File: src/rtl/fsm_control_lectura.sv
// Read-side controller of the filter memory interface: streams one window band of
// image rows into the window buffer, hands off to the write FSM and steps the band down.
module fsm_control_lectura #(
    parameter int ANCHO_DIR     = 16,
    parameter int COLUMNAS      = 64,
    parameter int FILAS_VENTANA = 3,
    parameter int FILAS_IMAGEN  = 64,
    parameter int LAT_MEM       = 1
) (
    input  logic                               clk,
    input  logic                               reset,
    input  logic                               i_iniciar_lectura,
    input  logic [ANCHO_DIR-1:0]               i_dir_base_imagen,
    input  logic                               i_bus_escritura_activo,
    input  logic                               i_fila_completa_escrita,
    output logic [ANCHO_DIR-1:0]               o_dir_lectura,
    output logic                               o_leer_mem,
    output logic                               o_dato_valido,
    output logic [$clog2(FILAS_VENTANA)-1:0]   o_fila_ventana,
    output logic [$clog2(COLUMNAS)-1:0]        o_columna_ventana,
    output logic                               o_iniciar_escritura,
    output logic                               o_ocupado,
    output logic                               o_lectura_terminada
);

    localparam int FILA_W = $clog2(FILAS_VENTANA);
    localparam int COL_W  = $clog2(COLUMNAS);
    localparam int FB_W   = $clog2(FILAS_IMAGEN);
    localparam int LAT_W  = (LAT_MEM > 1) ? $clog2(LAT_MEM) : 1;

    localparam logic [COL_W-1:0]  COL_ULT  = COL_W'(COLUMNAS - 1);
    localparam logic [FILA_W-1:0] FILA_ULT = FILA_W'(FILAS_VENTANA - 1);
    localparam logic [FB_W-1:0]   FB_ULT   = FB_W'(FILAS_IMAGEN - FILAS_VENTANA);
    localparam logic [LAT_W-1:0]  LAT_ULT  = LAT_W'(LAT_MEM - 1);

    typedef enum logic [2:0] {
        E_INICIO     = 3'd0,
        E_CARGA      = 3'd1,
        E_LEER       = 3'd2,
        E_DRENAR     = 3'd3,
        E_ESPERA_ESC = 3'd4,
        E_AVANZAR    = 3'd5,
        E_FIN        = 3'd6
    } estado_t;

    estado_t              r_estado,       w_estado_sig;
    logic [ANCHO_DIR-1:0] r_base_img,     w_base_img;
    logic [FB_W-1:0]      r_fila_base,    w_fila_base;
    logic [FILA_W-1:0]    r_fila,         w_fila;
    logic [COL_W-1:0]     r_col,          w_col;
    logic [LAT_W-1:0]     r_cnt_lat,      w_cnt_lat;
    logic                 r_primer_ciclo, w_primer_ciclo;
    logic                 w_leer;
    logic [ANCHO_DIR-1:0] w_desplazamiento;

    always_ff @(posedge clk) begin
        if (reset) begin
            r_estado       <= E_INICIO;
            r_base_img     <= '0;
            r_fila_base    <= '0;
            r_fila         <= '0;
            r_col          <= '0;
            r_cnt_lat      <= '0;
            r_primer_ciclo <= 1'b0;
        end else begin
            r_estado       <= w_estado_sig;
            r_base_img     <= w_base_img;
            r_fila_base    <= w_fila_base;
            r_fila         <= w_fila;
            r_col          <= w_col;
            r_cnt_lat      <= w_cnt_lat;
            r_primer_ciclo <= w_primer_ciclo;
        end
    end

    always_comb begin
        w_estado_sig        = r_estado;
        w_base_img          = r_base_img;
        w_fila_base         = r_fila_base;
        w_fila              = r_fila;
        w_col               = r_col;
        w_cnt_lat           = r_cnt_lat;
        w_primer_ciclo      = r_primer_ciclo;
        w_leer              = 1'b0;
        o_iniciar_escritura = 1'b0;
        o_lectura_terminada = 1'b0;
        case (r_estado)
            E_INICIO: begin
                if (i_iniciar_lectura) w_estado_sig = E_CARGA;
            end
            E_CARGA: begin
                w_base_img   = i_dir_base_imagen;
                w_fila_base  = '0;
                w_fila       = '0;
                w_col        = '0;
                w_estado_sig = E_LEER;
            end
            E_LEER: begin
                // While the write side owns the bus nothing moves, so the address simply holds.
                w_leer = !i_bus_escritura_activo;
                if (w_leer) begin
                    if (r_col == COL_ULT) begin
                        w_col = '0;
                        if (r_fila == FILA_ULT) begin
                            w_cnt_lat    = '0;
                            w_estado_sig = E_DRENAR;
                        end else begin
                            w_fila = r_fila + 1'b1;
                        end
                    end else begin
                        w_col = r_col + 1'b1;
                    end
                end
            end
            E_DRENAR: begin
                if (r_cnt_lat == LAT_ULT) begin
                    w_primer_ciclo = 1'b1;
                    w_estado_sig   = E_ESPERA_ESC;
                end else begin
                    w_cnt_lat = r_cnt_lat + 1'b1;
                end
            end
            E_ESPERA_ESC: begin
                o_iniciar_escritura = r_primer_ciclo;
                w_primer_ciclo      = 1'b0;
                if (i_fila_completa_escrita) w_estado_sig = E_AVANZAR;
            end
            E_AVANZAR: begin
                if (r_fila_base == FB_ULT) begin
                    w_estado_sig = E_FIN;
                end else begin
                    w_fila_base  = r_fila_base + 1'b1;
                    w_fila       = '0;
                    w_col        = '0;
                    w_estado_sig = E_LEER;
                end
            end
            E_FIN: begin
                o_lectura_terminada = 1'b1;
                w_estado_sig        = E_INICIO;
            end
            default: w_estado_sig = E_INICIO;
        endcase
    end

    // Address arithmetic is done at ANCHO_DIR width so it wraps naturally.
    assign w_desplazamiento = (ANCHO_DIR'(r_fila_base) + ANCHO_DIR'(r_fila)) * ANCHO_DIR'(COLUMNAS)
                            + ANCHO_DIR'(r_col);
    assign o_dir_lectura    = r_base_img + w_desplazamiento;
    assign o_leer_mem       = w_leer;
    assign o_ocupado        = (r_estado != E_INICIO);

    genvar gi;
    generate
        for (gi = 0; gi < LAT_MEM; gi++) begin : g_etapa
            logic              r_valido;
            logic [FILA_W-1:0] r_fila_t;
            logic [COL_W-1:0]  r_col_t;
            logic              w_valido_ent;
            logic [FILA_W-1:0] w_fila_ent;
            logic [COL_W-1:0]  w_col_ent;

            if (gi == 0) begin : g_entrada
                assign w_valido_ent = w_leer;
                assign w_fila_ent   = r_fila;
                assign w_col_ent    = r_col;
            end else begin : g_cadena
                assign w_valido_ent = g_etapa[gi-1].r_valido;
                assign w_fila_ent   = g_etapa[gi-1].r_fila_t;
                assign w_col_ent    = g_etapa[gi-1].r_col_t;
            end

            always_ff @(posedge clk) begin
                if (reset) begin
                    r_valido <= 1'b0;
                    r_fila_t <= '0;
                    r_col_t  <= '0;
                end else begin
                    r_valido <= w_valido_ent;
                    r_fila_t <= w_fila_ent;
                    r_col_t  <= w_col_ent;
                end
            end
        end
    endgenerate

    assign o_dato_valido     = g_etapa[LAT_MEM-1].r_valido;
    assign o_fila_ventana    = g_etapa[LAT_MEM-1].r_fila_t;
    assign o_columna_ventana = g_etapa[LAT_MEM-1].r_col_t;

endmodule

File: config.mk
export PLATFORM = sky130hd
export DESIGN_NAME = fsm_control_lectura
export DESIGN_NICKNAME = d
export VERILOG_FILES = /design/src/rtl/fsm_control_lectura.sv
export SDC_FILE = /design/constraint.sdc
export NUM_CORES = 1
export LEC_CHECK = 0
export BUFFER_PORTS_ARGS = -buffer_cell sky130_fd_sc_hd__buf_2
export CAP_MARGIN = 10
export CORE_ASPECT_RATIO = 1.4
export CORE_MARGIN = 8
export CORE_UTILIZATION = 43
export CTS_BUF_LIST = sky130_fd_sc_hd__clkbuf_16
export DETAILED_ROUTE_END_ITERATION = 7
export GPL_TIMING_DRIVEN = 1
export HOLD_SLACK_MARGIN = 0.06
export PLACE_DENSITY = 0.61
export SLEW_MARGIN = 20
export SYNTH_ARGS = -nofsm -noshare
export SYNTH_HDL_FRONTEND = slang
export SYNTH_SLANG_ARGS = --single-unit
File: constraint.sdc
create_clock -name clk -period 3.7 [get_ports clk]
set_input_delay 0.185 -clock clk [delete_from_list [all_inputs] [get_ports clk]]
set_output_delay 0.185 -clock clk [all_outputs]
set_load 0.005 [all_outputs]
; ---- After elaboration in Yosys (flattened, before gate mapping)
; Index checks and enable logic that the tools add are counted.
[classes]
n_mux = 29
n_reduce_logical = 13
n_addsub = 7
eq_ne = 17
[ops]
columns = op, n
row1 = 6-bit two-way mux, 4
row2 = 3-bit two-way mux, 7
row3 = 3-bit one-hot mux with 6 select lines, 1
row4 = 6-bit one-hot mux with 3 select lines, 1
row5 = 16-bit by 14-bit adder with 16-bit output, 1
row6 = "2-bit != test, second input constant", 8
row7 = 13-bit by 6-bit adder with 14-bit output, 1
row8 = "6-bit by 1-bit adder with 6-bit output, second input constant", 2
row9 = "6-bit equality test, second input constant", 2
row10 = 6-bit one-hot mux with 2 select lines, 1
row11 = "3-bit equality test, second input constant", 3
row12 = 1-bit two-way mux, 8
row13 = 2-bit two-way mux, 4
row14 = 6-bit by 2-bit adder with 7-bit output, 1
row15 = "3-bit by 2-bit equality test with 1-bit output, second input constant", 2
row16 = 2-bit one-hot mux with 3 select lines, 1
row17 = 6-bit AND reduction, 1
row18 = 2-bit nonzero test, 3
row19 = 3-bit nonzero test, 2
row20 = 5-bit AND reduction, 1
row21 = 1-bit one-hot mux with 2 select lines, 2
row22 = 2-bit AND reduction, 2
row23 = 4-bit AND reduction, 1
row24 = "3-bit by 1-bit equality test with 1-bit output, second input constant", 1
row25 = other kinds (6), 6
[totals]
output_inout_bits = 29
wordCells = 76
ff_bits = 44

; ---- Logic depth before layout (Yosys ltp)
; Gate-level depths: netlist of run 1.
[logic_depth]
depth_word = 5
ltp_mapped = 11
ltp_nobuf = 11

; ---- Least setup slack after synthesis of run 1
; OpenSTA, ideal clock, no wires.
[synth_timing]
kind = register -> output
from = register r_fila_base[1]
to = output port o_dir_lectura[14]
stages_incl_launch_ff = 12
arrival_ns = 2.530
path_buffers = 0
required_ns = 3.515
path_slack_ns = 0.985
path_cell_list = dfxtp_1 > ha_1 > a21oi_1 > nor2b_1 > and3_1 > xor2_1 > ha_1 > a21o_1 > a21o_1 > or2_2 > o221ai_1 > xnor2_1
[synth_between]
elab_chain_len = 3
[synth_rtl]
columns = element, line_no
row1 = start: declaration, 48  ; logic [FB_W-1:0] r_fila_base, w_fila_base;
row2 = start signal: assignment, 68  ; r_fila_base <= w_fila_base;
row3 = 6-bit by 2-bit adder with 7-bit output, 147  ; assign w_desplazamiento = (ANCHO_DIR'(r_fila_base) + ANCHO_DIR'(r_fila)) * ANCHO_DIR'(COLUMNAS)
row4 = 13-bit by 6-bit adder with 14-bit output, 148  ; + ANCHO_DIR'(r_col);
row5 = 16-bit by 14-bit adder with 16-bit output, 149  ; assign o_dir_lectura = r_base_img + w_desplazamiento;
row6 = end: declaration, 16  ; output logic [ANCHO_DIR-1:0] o_dir_lectura,
; No other way between the ends.

; ---- Worst setup path in the final report of run 1
; Ends and elaborated chain as after synthesis.

==> results of run 1 <==
## routing by layer
metal / wire [um] / share of wire, % / up-vias
met1: 2740 / 45 / 1089
met5: 0 / 0 / -
met2: 2890 / 48 / 44
met3: 308 / 5.1 / 5
li1: - / - / 1193
met4: 87 / 1.4 / 0
## final timing paths
check / to / slack, ns
worst min-delay path: r_base_img[3]$_SDFFE_PP0P_ / 0.14
worst max-delay path: o_dir_lectura[14] / 0.42
worst max register to register: g_etapa[0].w_fila_ent[1]$_SDFFE_PP0P_ / 1.81
worst min register to register: r_base_img[4]$_SDFFE_PP0P_ / 0.46
## placed cells by master, fill, tap and decap left out, types with 2 or more instances in the layout
cell type  netlist  layout
a21o_1           5       5
a21oi_1         32      32
a311oi_1         2       2
a31oi_1          5       5
and2_1           2       2
and3_1           6       6
buf_2            4      49
clkbuf_16        0       5
dfxtp_1         43      43
fa_1             2       2
ha_1            19      19
inv_1           13      13
mux2i_1          3       3
nand2_1         47      47
nand3_1         10      10
nand4_1          4       4
nor2_1          20      19
nor2b_1         10      10
nor3_1          10      10
nor3b_1          3       3
o211ai_1         2       2
o21a_1           3       3
o21ai_0          7       7
or2_2            3       3
or3_1            4       4
xnor2_1          9       9
xor2_1           6       6
## final cells by class
type / count / area share (%)
repair buffers: 49 / 8.19
multi-input cells: 245 / 53.9
clock inverters: 2 / 0.459
well taps: 70 / 2.92
flip-flops and latches: 43 / 28.7
clock buffers: 5 / 4.18
inverters: 13 / 1.63
## report_power, final
part	switching, W	total, W	internal [W]
clock network	0.000174	0.000420	0.000246
registers	0.0000322	0.000525	0.000493
logic	0.000138	0.000241	0.000103
total	0.000344	0.00119	0.000842
## worst max-delay path: stages, from the launching register on
cell and delay, ns:
dfxtp_1 0.47, ha_1 0.28, a21oi_1 0.13, nor2b_1 0.07
and3_1 0.18, xor2_1 0.14, ha_1 0.35, a21o_1 0.20
a21o_1 0.21, or2_2 0.31, o221ai_1 0.19, xnor2_1 0.14
buf_2 0.13
## cell families after synthesis
kind of cell / Yosys count / synth area share (%)
mux: 5 / 2.03
simple gates: 130 / 25.8
flops: 43 / 33.3
compound gates: 74 / 18.7
xor+xnor: 15 / 5.08
fa+ha+maj: 21 / 10.7
buf+inv: 26 / 4.40
## state kept, by name (all words and copies together) (netlist names)
register            flops
r_fila_base             6
r_estado                3
o_columna_ventana       6
o_dato_valido           1
g_etapa.w_fila_ent      2
o_fila_ventana          2
g_etapa.w_col_ent       6
r_primer_ciclo          1
r_base_img             16
## per-stage QoR
stage / hold slack, ns / power, W / instance area, um^2
floorplan: 0.264 / 0.000702 / 2590
global placement: 0.426 / 0.000776 / 2860
detailed placement: 0.431 / 0.000779 / 2860
CTS: 0.126 / 0.00121 / 3000
global route: 0.139 / 0.00126 / 3000
finish: 0.135 / 0.00119 / 3000
==> impl_metrics.json, run 1 <==
{
  "report.final.slew_viol_count": 0,
  "yosysMostFrequentCell": "nand2_1",
  "worst_ir_drop_vdd_mv": 0.219,
  "r2r-start": "r_estado[2]$_SDFFE_PP0P_",
  "yosys.area.top_type_share_pct": 33.3,
  "grt_overflow": 0,
  "cp-end-kind": "primary output",
  "syn_inst": 314,
  "dp_slack_ns": 0.714,
  "die_width_um": 81.5,
  "ctsHtreeMaxLevel": 2,
  "synth_edf_count": 0,
  "fin_nets": 399,
  "post_cts.repair.setup_buffers": 0,
  "clkLatencyLatePin_ns": 0.28,
  "ant_nets": 0,
  "post-route-min-period_ns": 3.28,
  "final_cells": 427,
  "cts_made_buffers": 5,
  "pwr_density_cell_mw_per_mm2": 396,
  "synth.area.top_cells": "dfxtp_1 33%, ha_1 9.2%, nand2_1 6.8%, a21oi_1 6.2%, xnor2_1 3.0%",
  "synth_ff_type": "dfxtp_1",
  "holdCritStartpoint": "i_dir_base_imagen[3]",
  "rr_worst_depth": 5,
  "fin_ws_ns": 0.424,
  "tns_ns": 0,
  "viasPerCell": 5.46,
  "seq_area_um2": 861,
  "skew_ns": 0.00741,
  "ys_types": 61,
  "fillers": 582,
  "postCtsResizedCells": 0,
  "hold_class": "in -> reg",
  "worstMarginPinSlew_ns": 0.916,
  "first_iter_violations": 82,
  "synth_largest_area_cell": "dfxtp_1",
  "startpoint": "r_fila_base[1]$_SDFFE_PP0P_",
  "ys_seq_elements": 43,
  "route.detailed.drc": 0,
  "wl_mm": 6.03,
  "rsz0062_at_grt": "false",
  "clockBufferDepth": 2,
  "worstSetupStartpointType": "flip-flop",
  "io_pins": 50,
  "fmax_ghz": 0.305,
  "grt_pass1_wl_mm": 10.2,
  "clk_pin_slew_ns": 0.06,
  "critPathArrivalTime_ns": 3.09,
  "globalplace.congestion": 0.816,
  "port_buffers": 49,
  "num_antenna_cells": 0,
  "cts_hold_buf": 0,
  "grt_util_met1_pct": 16.8,
  "antenna_found_initial": 0,
  "critPathKind": "reg -> out",
  "grt_pass1_vias": 2221,
  "async_reset_ff_share_pct": 0,
  "post-route-period-util_pct": 88.5,
  "dp_cells": 420,
  "p_leak_nw": 1.36,
  "cts_tree": "yes",
  "hold_viol": 0,
  "dr.pass1.iters": 6,
  "syn-num-nets": 356,
  "worst_ep_required_time_ns": 3.51,
  "status": "finished, final reports clean",
  "synth_area_per_cell_um2": 8.24,
  "die_h_um": 108,
  "whs_path_depth": 3,
  "route.vias.total": 2331,
  "ys_seq_area_share_pct": 33.3,
  "root_buffer": "clkbuf_16",
  "fin_util_pct": 51.5,
  "ys_warn_count": 0,
  "final_layout_size_suffix_gt1_share_pct": 19.3,
  "use_met3_pct": 3.76,
  "hpwl_mm": 4.51,
  "num_rows": 33,
  "syn2layout_area_growth_pct": 15.8,
  "top_usage_layer": "met2",
  "yosys-top-cells-count": "47 x nand2_1, 43 x dfxtp_1, 32 x a21oi_1",
  "setup_viol": 0,
  "grt_max_degree": 42,
  "wl_per_cell_um": 14.1,
  "cp_max_fo": 7,
  "met2_usage_pct": 24.2,
  "clock-sinks": 43,
  "die_area_mm2": 0.00879,
  "cap_violations": 0,
  "fp.coreArea_mm2": 0.00582,
  "grt_usage_pct": 14.5,
  "syn_area_mm2": 0.00259,
  "slew_headroom_pct": 38.9,
  "multi_input_area_mm2": 0.00161,
  "start_util_pct": 44.4
}
Note: power is estimated with default switching activity, not from simulation.
==> inputs of run 2 (changes only) <==
--- a/config.mk
+++ b/config.mk
@@ -14,7 +14,6 @@
 export DETAILED_ROUTE_END_ITERATION = 7
 export GPL_TIMING_DRIVEN = 1
 export HOLD_SLACK_MARGIN = 0.06
-export PLACE_DENSITY = 0.61
 export SLEW_MARGIN = 20
 export SYNTH_ARGS = -nofsm -noshare
 export SYNTH_HDL_FRONTEND = slang
==> run 2 against run 1 <==
Effect of this change:
- clock skew shrank 0.0020 ns
- power up 0.69%
- critical path depth unchanged
- clock power increased by 1%
- fmax rose by 0.15%
- flip-flop and latch count is the same
- global-route usage is essentially flat
- clock-buffer cell count unchanged
- first-iteration DRC count is 6.1% lower
- combinational power barely moved
- critical endpoint unchanged
- highest routed layer unchanged
==> impl_metrics.json, run 2 (same netlist as run 1, synthesis figures left out) <==
{
  "status": "finished, final reports clean",
  "fmax_ghz": 0.306,
  "slew_headroom_pct": 48.1,
  "cts_tree": "yes",
  "largest_reg_flops": 16,
  "num_rows": 33,
  "skew_ns": 0.00545,
  "crit_slowest_cell": "dfxtp_1",
  "worstSetupStartpointType": "flip-flop",
  "postCtsResizedCells": 0,
  "setup_viol": 0,
  "die_area_mm2": 0.00879,
  "tns_ns": 0,
  "ctsHtreeMaxLevel": 2,
  "worstMarginPinSlew_ns": 0.778,
  "root_buffer": "clkbuf_16",
  "max_stage_delay_ns": 0.46,
  "cap_violations": 0,
  "clkLatencyLatePin_ns": 0.28,
  "syn2layout_area_growth_pct": 16.1,
  "post_dp_cell_area_mm2": 0.00286,
  "worst_ep_required_time_ns": 3.51,
  "dr.pass1.iters": 4,
  "cp-end-kind": "primary output",
  "worst_ir_drop_vdd_mv": 0.274,
  "grt_pass1_vias": 2207,
  "worstPathCellList": "ha_1, a21oi_1, nor2b_1, and3_1, xor2_1, ha_1, a21o_1, a21o_1, or2_2, o221ai_1, xnor2_1, buf_2",
  "grt_pass1_wl_mm": 10.3,
  "antenna_found_initial": 0,
  "fin_nets": 400,
  "grt_usage_pct": 14.5,
  "final_cells": 429,
  "hpwl_mm": 4.61,
  "p_leak_nw": 1.36,
  "critPathTopFamily": "compound AO/OA/AOI/OAI gates",
  "post_cts.repair.setup_buffers": 0,
  "timing.critical_path.buf_inv": 1,
  "critPathKind": "reg -> out",
  "clockBufferDepth": 2,
  "layout_commonest_cell": "buf_2",
  "clk_pin_slew_ns": 0.06,
  "post-route-min-period_ns": 3.27,
  "num_antenna_cells": 0,
  "report.final.slew_viol_count": 0,
  "final_cell_mix": "49 x buf_2, 47 x nand2_1, 43 x dfxtp_1, 32 x a21oi_1, 20 x nor2_1",
  "dp_cells": 421,
  "rsz0062_at_grt": "false",
  "die_h_um": 108,
  "grt_max_degree": 42,
  "clock-sinks": 43,
  "post-route-period-util_pct": 88.4,
  "cp_max_fo": 7,
  "start_util_pct": 44.4,
  "final_layout_size_suffix_gt1_share_pct": 19.2,
  "hold_viol": 0,
  "ant_nets": 0,
  "cts_hold_buf": 0,
  "fp.coreArea_mm2": 0.00582,
  "port_buffers": 49,
  "route.detailed.drc": 0,
  "globalplace.congestion": 0.808,
  "critPathArrivalTime_ns": 3.09,
  "cts_made_buffers": 5,
  "grt_overflow": 0,
  "viasPerCell": 5.37,
  "final_cell_area_mm2": 0.00300,
  "hold_class": "in -> reg",
  "pwr_density_cell_mw_per_mm2": 398,
  "first_iter_violations": 77,
  "wl_per_cell_um": 14.3,
  "route.vias.total": 2302,
  "die_width_um": 81.5,
  "io_pins": 50,
  "wl_mm": 6.15,
  "regMostFlops": "r_base_img"
}
run 2: final cells by class:
type / instances / area, um^2
fillers: 586 / 2820
multi-input cells: 245 / 1610
flip-flops and latches: 43 / 861
repair buffers: 50 / 253
clock buffers: 5 / 125
well taps: 70 / 87.6
inverters: 13 / 48.8
clock inverters: 3 / 16.3
run 2: power breakdown:
group	switching, W	total [W]	internal [W]	leakage, nW
Combinational	0.000138	0.000244	0.000106	0.944
Sequential	0.0000329	0.000526	0.000493	0.349
Clock	0.000178	0.000425	0.000246	0.0710
run 2: worst paths after layout:
kind,slack [ns],cells past startpoint,to,start
worst max-delay path,0.43,12,o_dir_lectura[14],r_fila_base[1]$_SDFFE_PP0P_
worst min-delay path,0.14,3,r_base_img[4]$_SDFFE_PP0P_,i_dir_base_imagen[4]
worst max register to register,1.79,5,g_etapa[0].w_fila_ent[1]$_SDFFE_PP0P_,r_estado[1]$_SDFFE_PP0P_
worst min register to register,0.46,2,r_base_img[0]$_SDFFE_PP0P_,r_base_img[0]$_SDFFE_PP0P_
run 2: routing by layer:
metal,part of all wire (%),routed length (um),track usage [%]
met1,45,2780,17.7
met2,49,2990,24.0
met3,4.8,293,3.01
met4,1.3,79,5.26
met5,0,0,0
run 2: through the flow:
step / utilization (%) / total power, W / hold slack (ns) / setup WS, ns
3_5_place_dp: 49.2 / 0.000783 / 0.432 / 0.722
6_report: 51.6 / 0.00119 / 0.139 / 0.429
3_3_place_gp: 49.2 / 0.000779 / 0.427 / 0.784
4_1_cts: 51.6 / 0.00121 / 0.136 / 0.412
2_1_floorplan: - / 0.000702 / 0.264 / 0.985
5_1_grt: 51.6 / 0.00127 / 0.143 / 0.228
run 2: worst reg2reg max path: stages (launching register included):
cell and delay, ns:
dfxtp_1 0.49, or3b_4 0.45, or2_4 0.29, nor3_4 0.21, mux2_1 0.34, nor2_1 0.08
